`config.mk`:
```
export PLATFORM = sky130hd
export DESIGN_NAME = pit_irq_collector
export DESIGN_NICKNAME = d
export VERILOG_FILES = /design/src/rtl/pit_irq_pkg.sv /design/src/rtl/pit_irq_prio_enc.sv /design/src/rtl/pit_irq_collector.sv
export SDC_FILE = /design/constraint.sdc
export NUM_CORES = 1
export LEC_CHECK = 0
export BUFFER_PORTS_ARGS = -buffer_cell sky130_fd_sc_hd__buf_2
export CORE_ASPECT_RATIO = 0.75
export CORE_UTILIZATION = 50
export DETAILED_ROUTE_END_ITERATION = 10
export GPL_TIMING_DRIVEN = 0
export PLACE_DENSITY_LB_ADDON = 0.1
export SLEW_MARGIN = 5
export SYNTH_ARGS = -nofsm -noshare
export SYNTH_HDL_FRONTEND = slang
export SYNTH_SLANG_ARGS = --single-unit
```
`constraint.sdc`:
```
create_clock -name clk -period 6.9 [get_ports clk]
set_input_delay 0.69 -clock clk [delete_from_list [all_inputs] [get_ports clk]]
set_output_delay 0.69 -clock clk [all_outputs]
set_load 0.005 [all_outputs]
```
`src/rtl/pit_irq_pkg.sv`:
```
// Shared types, default parameters and helpers for the PIT interrupt collector.
package pit_irq_pkg;

    localparam int MAX_SRC      = 16;
    localparam int DEF_NUM_SRC  = 4;
    localparam int DEF_ID_W     = 2;
    localparam int DEF_MISS_W   = 8;

    typedef enum logic {
        IDLE   = 1'b0,
        ACTIVE = 1'b1
    } irq_state_e;

    // Lowest set bit wins; returns 0 for an all-zero vector.
    function automatic logic [3:0] lowest_set_index(input logic [MAX_SRC-1:0] vec);
        lowest_set_index = 4'd0;
        for (int i = MAX_SRC - 1; i >= 0; i--) begin
            if (vec[i]) begin
                lowest_set_index = 4'(i);
            end
        end
    endfunction

endpackage

```
`src/rtl/pit_irq_prio_enc.sv`:
```
// Combinational lowest-index-first priority encoder with an any-valid flag.
module pit_irq_prio_enc
    import pit_irq_pkg::*;
#(
    parameter int NUM_SRC = DEF_NUM_SRC,
    parameter int ID_W    = DEF_ID_W
) (
    input  logic [NUM_SRC-1:0] req,
    output logic [ID_W-1:0]    idx,
    output logic               any_valid
);

    logic [MAX_SRC-1:0] req_ext;

    generate
        for (genvar gi = 0; gi < MAX_SRC; gi++) begin : g_ext
            if (gi < NUM_SRC) begin : g_src
                assign req_ext[gi] = req[gi];
            end else begin : g_pad
                assign req_ext[gi] = 1'b0;
            end
        end
    endgenerate

    assign idx       = ID_W'(lowest_set_index(req_ext));
    assign any_valid = |req;

endmodule

```
`src/rtl/pit_irq_collector.sv`:
```
// Collects timer interrupt pulses into sticky pending bits and presents one
// masked, lowest-index-first interrupt to the host until it is acknowledged.
module pit_irq_collector
    import pit_irq_pkg::*;
#(
    parameter int NUM_SRC = DEF_NUM_SRC,
    parameter int ID_W    = DEF_ID_W,
    parameter int MISS_W  = DEF_MISS_W
) (
    input  logic               clk,
    input  logic               reset,
    input  logic [NUM_SRC-1:0] src_pulse,
    input  logic               mask_we,
    input  logic [NUM_SRC-1:0] mask_wdata,
    input  logic               irq_ack,
    output logic               irq,
    output logic [ID_W-1:0]    irq_id,
    output logic [NUM_SRC-1:0] pending,
    output logic [NUM_SRC-1:0] mask,
    output logic [MISS_W-1:0]  miss_count
);

    localparam int                SUM_W    = MISS_W + 5;
    localparam logic [MISS_W-1:0] MISS_MAX = '1;

    irq_state_e         state_reg, state_next;
    logic [ID_W-1:0]    irq_id_reg, irq_id_next;
    logic [NUM_SRC-1:0] pending_reg, pending_next;
    logic [NUM_SRC-1:0] mask_reg;
    logic [MISS_W-1:0]  miss_count_reg, miss_count_next;

    logic [NUM_SRC-1:0] clear_vec;
    logic [NUM_SRC-1:0] lost_vec;
    logic [4:0]         lost_cnt;
    logic [SUM_W-1:0]   miss_sum;
    logic               ack_fire;
    logic [ID_W-1:0]    enc_idx;
    logic               enc_valid;

    assign ack_fire = (state_reg == ACTIVE) && irq_ack;

    generate
        for (genvar gi = 0; gi < NUM_SRC; gi++) begin : g_clear
            assign clear_vec[gi] = ack_fire && (irq_id_reg == ID_W'(gi));
        end
    endgenerate

    // A new pulse overrides the ack clear, so it is never lost in that case.
    assign pending_next = (pending_reg & ~clear_vec) | src_pulse;
    assign lost_vec     = src_pulse & pending_reg & ~clear_vec;

    always_comb begin
        lost_cnt = '0;
        for (int i = 0; i < NUM_SRC; i++) begin
            lost_cnt = lost_cnt + 5'(lost_vec[i]);
        end
        miss_sum        = SUM_W'(miss_count_reg) + SUM_W'(lost_cnt);
        miss_count_next = (miss_sum > SUM_W'(MISS_MAX)) ? MISS_MAX : miss_sum[MISS_W-1:0];
    end

    pit_irq_prio_enc #(
        .NUM_SRC (NUM_SRC),
        .ID_W    (ID_W)
    ) u_prio_enc (
        .req       (pending_reg & mask_reg),
        .idx       (enc_idx),
        .any_valid (enc_valid)
    );

    // Selection happens only from IDLE; once ACTIVE the choice is frozen.
    always_comb begin
        state_next  = state_reg;
        irq_id_next = irq_id_reg;
        case (state_reg)
            IDLE: begin
                if (enc_valid) begin
                    state_next  = ACTIVE;
                    irq_id_next = enc_idx;
                end
            end
            ACTIVE: begin
                if (irq_ack) begin
                    state_next = IDLE;
                end
            end
            default: state_next = IDLE;
        endcase
    end

    always_ff @(posedge clk) begin
        if (reset) begin
            state_reg      <= IDLE;
            irq_id_reg     <= '0;
            pending_reg    <= '0;
            mask_reg       <= '0;
            miss_count_reg <= '0;
        end else begin
            state_reg      <= state_next;
            irq_id_reg     <= irq_id_next;
            pending_reg    <= pending_next;
            miss_count_reg <= miss_count_next;
            if (mask_we) begin
                mask_reg <= mask_wdata;
            end
        end
    end

    assign irq        = (state_reg == ACTIVE);
    assign irq_id     = irq_id_reg;
    assign pending    = pending_reg;
    assign mask       = mask_reg;
    assign miss_count = miss_count_reg;

endmodule

```
# == After elaboration in Yosys (flattened, before gate mapping) ==
# Index checks and enable logic that the tools add are counted.
# totals
latchBits,0
elab_cells,36
ff_bits,19
in_bits,12
rom_bits,0
ram_bits,0
memories,0
# classes
mul,0
order_cmp,1
muxes,8
shifts,0
bitwise_logic,7
n_eq_ne,3
n_reduce_logical,8
add_sub_neg,4
div_mod_pow,0
# op_table
operator,count
$and 4x4->4,4
$add 8x4->9,1
$gt 9x8->1 const B,1
$mux 2,4
$mux 8,1
$logic_and 1x1->1,5
$add 3x1->4,1
$eq 2x2->1 const B,2
$not 4->4,1
$or 4x4->4,1
$reduce_or 4->1,1
$add 2x1->3,1
$add 1x1->2,1
$eq 2x1->1 const B,1
$logic_not 2->1,1
$mux 1,2
$pmux 1 s2,1
$reduce_and 2->1,1
$not 1->1,1

# == Logic depth before layout (Yosys ltp) ==
# depth
ltp_word,10
mapped_depth,13
depth_no_buf,11

# == By module ==
# Synthesis repeated with hierarchy kept, for this count alone.
# unflattened
cells_unflattened,100
area_unflattened_um2,917.1
# modules_own_cells
module,cells_each,area_per_inst_um2,instances,seq_area_each_um2
pit_irq_collector,93,882.1,1,380.4
pit_irq_prio_enc,7,35.0,1,0.0

# == Worst setup path after synthesis ==
# OpenSTA, ideal clock, no wires.
# synth_timing
path_type,input port to flip-flop
startpoint,input irq_ack
endpoint,"register miss_count_reg[6], in the netlist miss_count[6]"
path_slack_ps,3990
setup_ps,131
path_buffers,1
arrival_time_ps,2779
path_stages,11
cell_sequence,nand2_1 -> or3_1 -> nand3_1 -> fa_1 -> fa_1 -> inv_1 -> fa_1 -> buf_2 -> nand2_1 -> nor4b_1 -> nor3_1
# synth_between
elab_chain_len,10
elab_cells_between_ends,13
cone_classes,4 x add/sub; 1 x order compare; 1 x mux; 2 x bitwise; 5 x reduce/logical
# synth_rtl
element,line,rtl
"start, declared",pit_irq_collector.sv:15,"input logic irq_ack,"
$logic_and 1x1->1 (*),pit_irq_collector.sv:40,assign ack_fire = (state_reg == ACTIVE) && irq_ack;
$logic_and 1x1->1,pit_irq_collector.sv:44,assign clear_vec[gi] = ack_fire && (irq_id_reg == ID_W'(gi));
$not 4->4 (*),pit_irq_collector.sv:50,assign lost_vec = src_pulse & pending_reg & ~clear_vec;
$and 4x4->4 (*),pit_irq_collector.sv:50,
$add 1x1->2,pit_irq_collector.sv:55,lost_cnt = lost_cnt + 5'(lost_vec[i]);
$add 2x1->3,pit_irq_collector.sv:55,
$add 3x1->4 (*),pit_irq_collector.sv:55,
$add 8x4->9 (*),pit_irq_collector.sv:57,miss_sum = SUM_W'(miss_count_reg) + SUM_W'(lost_cnt);
$gt 9x8->1,pit_irq_collector.sv:58,miss_count_next = (miss_sum > SUM_W'(MISS_MAX)) ? MISS_MAX : miss_sum[MISS_W-1:0];
$mux 8 (*),pit_irq_collector.sv:58,
"end signal, assigned",pit_irq_collector.sv:101,miss_count_reg <= miss_count_next;
"end, declared",pit_irq_collector.sv:30,"logic [MISS_W-1:0] miss_count_reg, miss_count_next;"
# Mark *: on every way between the ends. The rest lies on a longest branch, timed or not.
# A chain may end at the register's enable or synchronous reset.

# == Final worst setup path ==
# layout_timing
startpoint,"register state_reg, in the netlist irq"
endpoint,"register miss_count_reg[6], in the netlist miss_count[6]"
# layout_between
elab_chain_len,10
elab_cells_between_ends,13
cone_classes,4 x add/sub; 1 x order compare; 1 x mux; 2 x bitwise; 5 x reduce/logical
# layout_rtl
element,line,rtl
"start, declared",pit_irq_collector.sv:26,"irq_state_e state_reg, state_next;"
"start signal, assigned",pit_irq_collector.sv:98,state_reg <= state_next;
$logic_and 1x1->1 (*),pit_irq_collector.sv:40,
$logic_and 1x1->1,pit_irq_collector.sv:44,
$not 4->4 (*),pit_irq_collector.sv:50,
$and 4x4->4 (*),pit_irq_collector.sv:50,
$add 1x1->2,pit_irq_collector.sv:55,
$add 2x1->3,pit_irq_collector.sv:55,
$add 3x1->4 (*),pit_irq_collector.sv:55,
$add 8x4->9 (*),pit_irq_collector.sv:57,
$gt 9x8->1,pit_irq_collector.sv:58,
$mux 8 (*),pit_irq_collector.sv:58,
# Marks and branches as above.

==> results.cfg <==
[die]
core.rowCount = 13
die_x_um = 51.49
initial_utilization_pct = 53.27
die_area_mm2 = 0.002014
ios = 31
dieHeight_um = 39.12
core_area_mm2 = 0.001724

[synthesis]
syn_area_per_cell_um2 = 8.504
synth_flop_cell = dfxtp_1
synthSimpleGateAreaFrac_pct = 24.39
synth-edff-count = 0
ys_seq_elements = 19
synth_mux_area_share_pct = 5.450
syn_inst = 108
syn-num-nets = 124
yosysSeqAreaShare_pct = 41.42
syn_area_um2 = 918.4
synthArstFlopShare_pct = 0
synth-xor-area-share_pct = 0
yosys_warnings = 0
synth_compound_area_share_pct = 15.12
ys_types = 32
synth_top_family_by_area = simple AND/OR/NAND/NOR gates
synthAdderAreaFrac_pct = 7.902

[clock_network]
cts.sinks = 19
cts_setup_buffers = 0
cts_buffer_depth = 2
clock_latency_ns = 0.30
clk_pin_slew_ns = 0.11
cts_hold_buf = 0
clockRootBuffer = clkbuf_4
cts_buffers = 3
htreeDepth = 1
cts_tree = done
postCtsResizedCells = 0

[final_layout]
largest_reg_flops = 8
instances_no_fill = 163
final_common_cell = buf_2
layout_common_cells = 32 x buf_2, 19 x dfxtp_1, 17 x nor2_1, 8 x a21oi_1, 7 x nand3_1
antenna_cells = 0
final_nets = 158
area.growth.synth_to_final_pct = 21.66
drive_gt1_share_pct = 27.66

[pwr]
leakagePower_uw = 0.0005284
ir_drop_mv = 0.1408
p_per_area_mw_per_mm2 = 205.6

[critical_path]
r2r_cells = 12
r2r_setup_slack_ns = 3.96
arrival_ns = 3.12
slowest_stage = fa_1
r2r-end = miss_count[6]
crit_path_max_incr_delay_ns = 0.47
startpoint = irq
rr_startpoint = irq
end_kind = register
critical_path_class = register to register
required_ns = 7.08
startpoint_type = register
cp_max_fo = 8
path_cells = buf_2 > nand2_1 > or3_1 > nand3_1 > fa_1 > fa_1 > inv_1 > fa_1 > buf_2 > nand2_1 > nor4b_1 > nor3_1
crit_top_cell = fa_1

[routing]
post_drt_wl_per_cell_um = 12.86
ant_nets = 0
drc = 0
firstDrtPassIters = 4
vias = 894
drtIter0Drc = 33
totalWireLength_um = 2096
viasPerCell = 5.485

[timing]
max_freq_mhz = 339.6
min_period_over_period_pct = 42.67
tns_ns = 0
tightestPinTransition_ns = 0.4731
final_max_slew_viol_count = 0
post-route-min-period_ns = 2.944
rsz0062_at_grt = no
timing_hold_violations_final = 0
relSlewSlack_pct = 68.46
setup_viol = 0
fin_skew_ns = 0.005187

[grt]
grt_pass1_wl_um = 3249
grt_max_degree = 11
gr-usage-all-layers_pct = 23.58
grt-ovfl-total = 0
grt_pass1_vias = 674
antenna_found_initial = 0

[job]
cap_violations = 0

[min_path]
min_to = irq_id[0]
hp-class = register to register
holdPathStages = 2
hold_path.startpoint = irq_id[0]

[place]
place_inst = 159
place.gp.congestion = 0.7859
place_hpwl_um = 1584
port_buffers = 29

[outcome]
run_status = complete, no violations
[through the flow]
stage          power [uW]  area [um^2]  hold WS, ns  utilization [%]  worst slack, ns
2_1_floorplan       155.8        918.4       0.5001                -            3.990
3_3_place_gp        171.7         1091       0.5233            63.28            3.683
3_5_place_dp        174.7         1091       0.5246            63.28            3.626
4_1_cts             232.3         1117       0.5410            64.80            3.931
5_1_grt             245.3         1117       0.5801            64.80            3.726
6_report            229.7         1117       0.5467            64.80            3.956
[worst max-delay path: cells and delay by family (launching register included)]
family        cells  cell delay (ns)
buf+inv           3             0.44
fa+ha+maj         3             1.08
simple gates      6             0.97
flops             1             0.34
[final cells by class]
type,count,area [um^2]
buffer,6,30.03
clock buffer,4,26.28
fill,168,606.8
inverter,6,22.52
multi-input combinational,77,485.5
sequential,19,380.4
tap,22,27.53
timing repair buffer,29,145.1
[cell families after synthesis]
| group | Yosys count |
|---|---|
| AO/OA/AOI/OAI | 22 |
| buffers and inverters | 12 |
| multiplexers | 5 |
| AND/OR/NAND/NOR | 46 |
| adder cells (fa/ha/maj) | 4 |
| flip-flops | 19 |
[where the power goes]
group / internal [uW] / switching, uW / total [uW] / leakage [uW]
logic: 21.5 / 25.3 / 46.8 / 0.000357
registers: 118 / 7.54 / 125 / 0.000156
clock network: 22.5 / 35.1 / 57.6 / 0.0000150
total: 162 / 67.9 / 230 / 0.000528
[metal layers]
layer | part of all wire, % | wire length (um) | vias up | GRT usage [%]
met5 | 0 | 0 | - | 0
met4 | 0.48 | 10 | 0 | 6.081
met3 | 6.9 | 145 | 2 | 8.235
met2 | 42 | 883 | 33 | 31.82
met1 | 50 | 1058 | 410 | 34.68
li1 | - | - | 449 | -
[Yosys cell counts (3+ instances only)]
| library cell | count | share of area (%) |
|---|---|---|
| nor3_1 | 5 | 2.7 |
| nor2_1 | 17 | 6.9 |
| inv_1 | 6 | 2.5 |
| fa_1 | 3 | 6.5 |
| o21ai_0 | 3 | 1.6 |
| nand2_1 | 5 | 2.0 |
| mux2i_1 | 5 | 5.4 |
| buf_2 | 3 | 1.6 |
| nand3_1 | 7 | 3.8 |
| a21oi_1 | 8 | 4.4 |
| dfxtp_1 | 19 | 41 |
[worst max-delay path by stage]
stage | end | slack (ns) | cells past startpoint
finish | miss_count[6] | 3.96 | 12
CTS | miss_count[6] | 3.93 | 12
detailed placement | miss_count[6] | 3.63 | 12
floorplan | miss_count[6] | 3.99 | 11
global route | miss_count[6] | 3.73 | 12
global placement | miss_count[6] | 3.68 | 12
No activity file was read; power rests on OpenSTA's default activity.
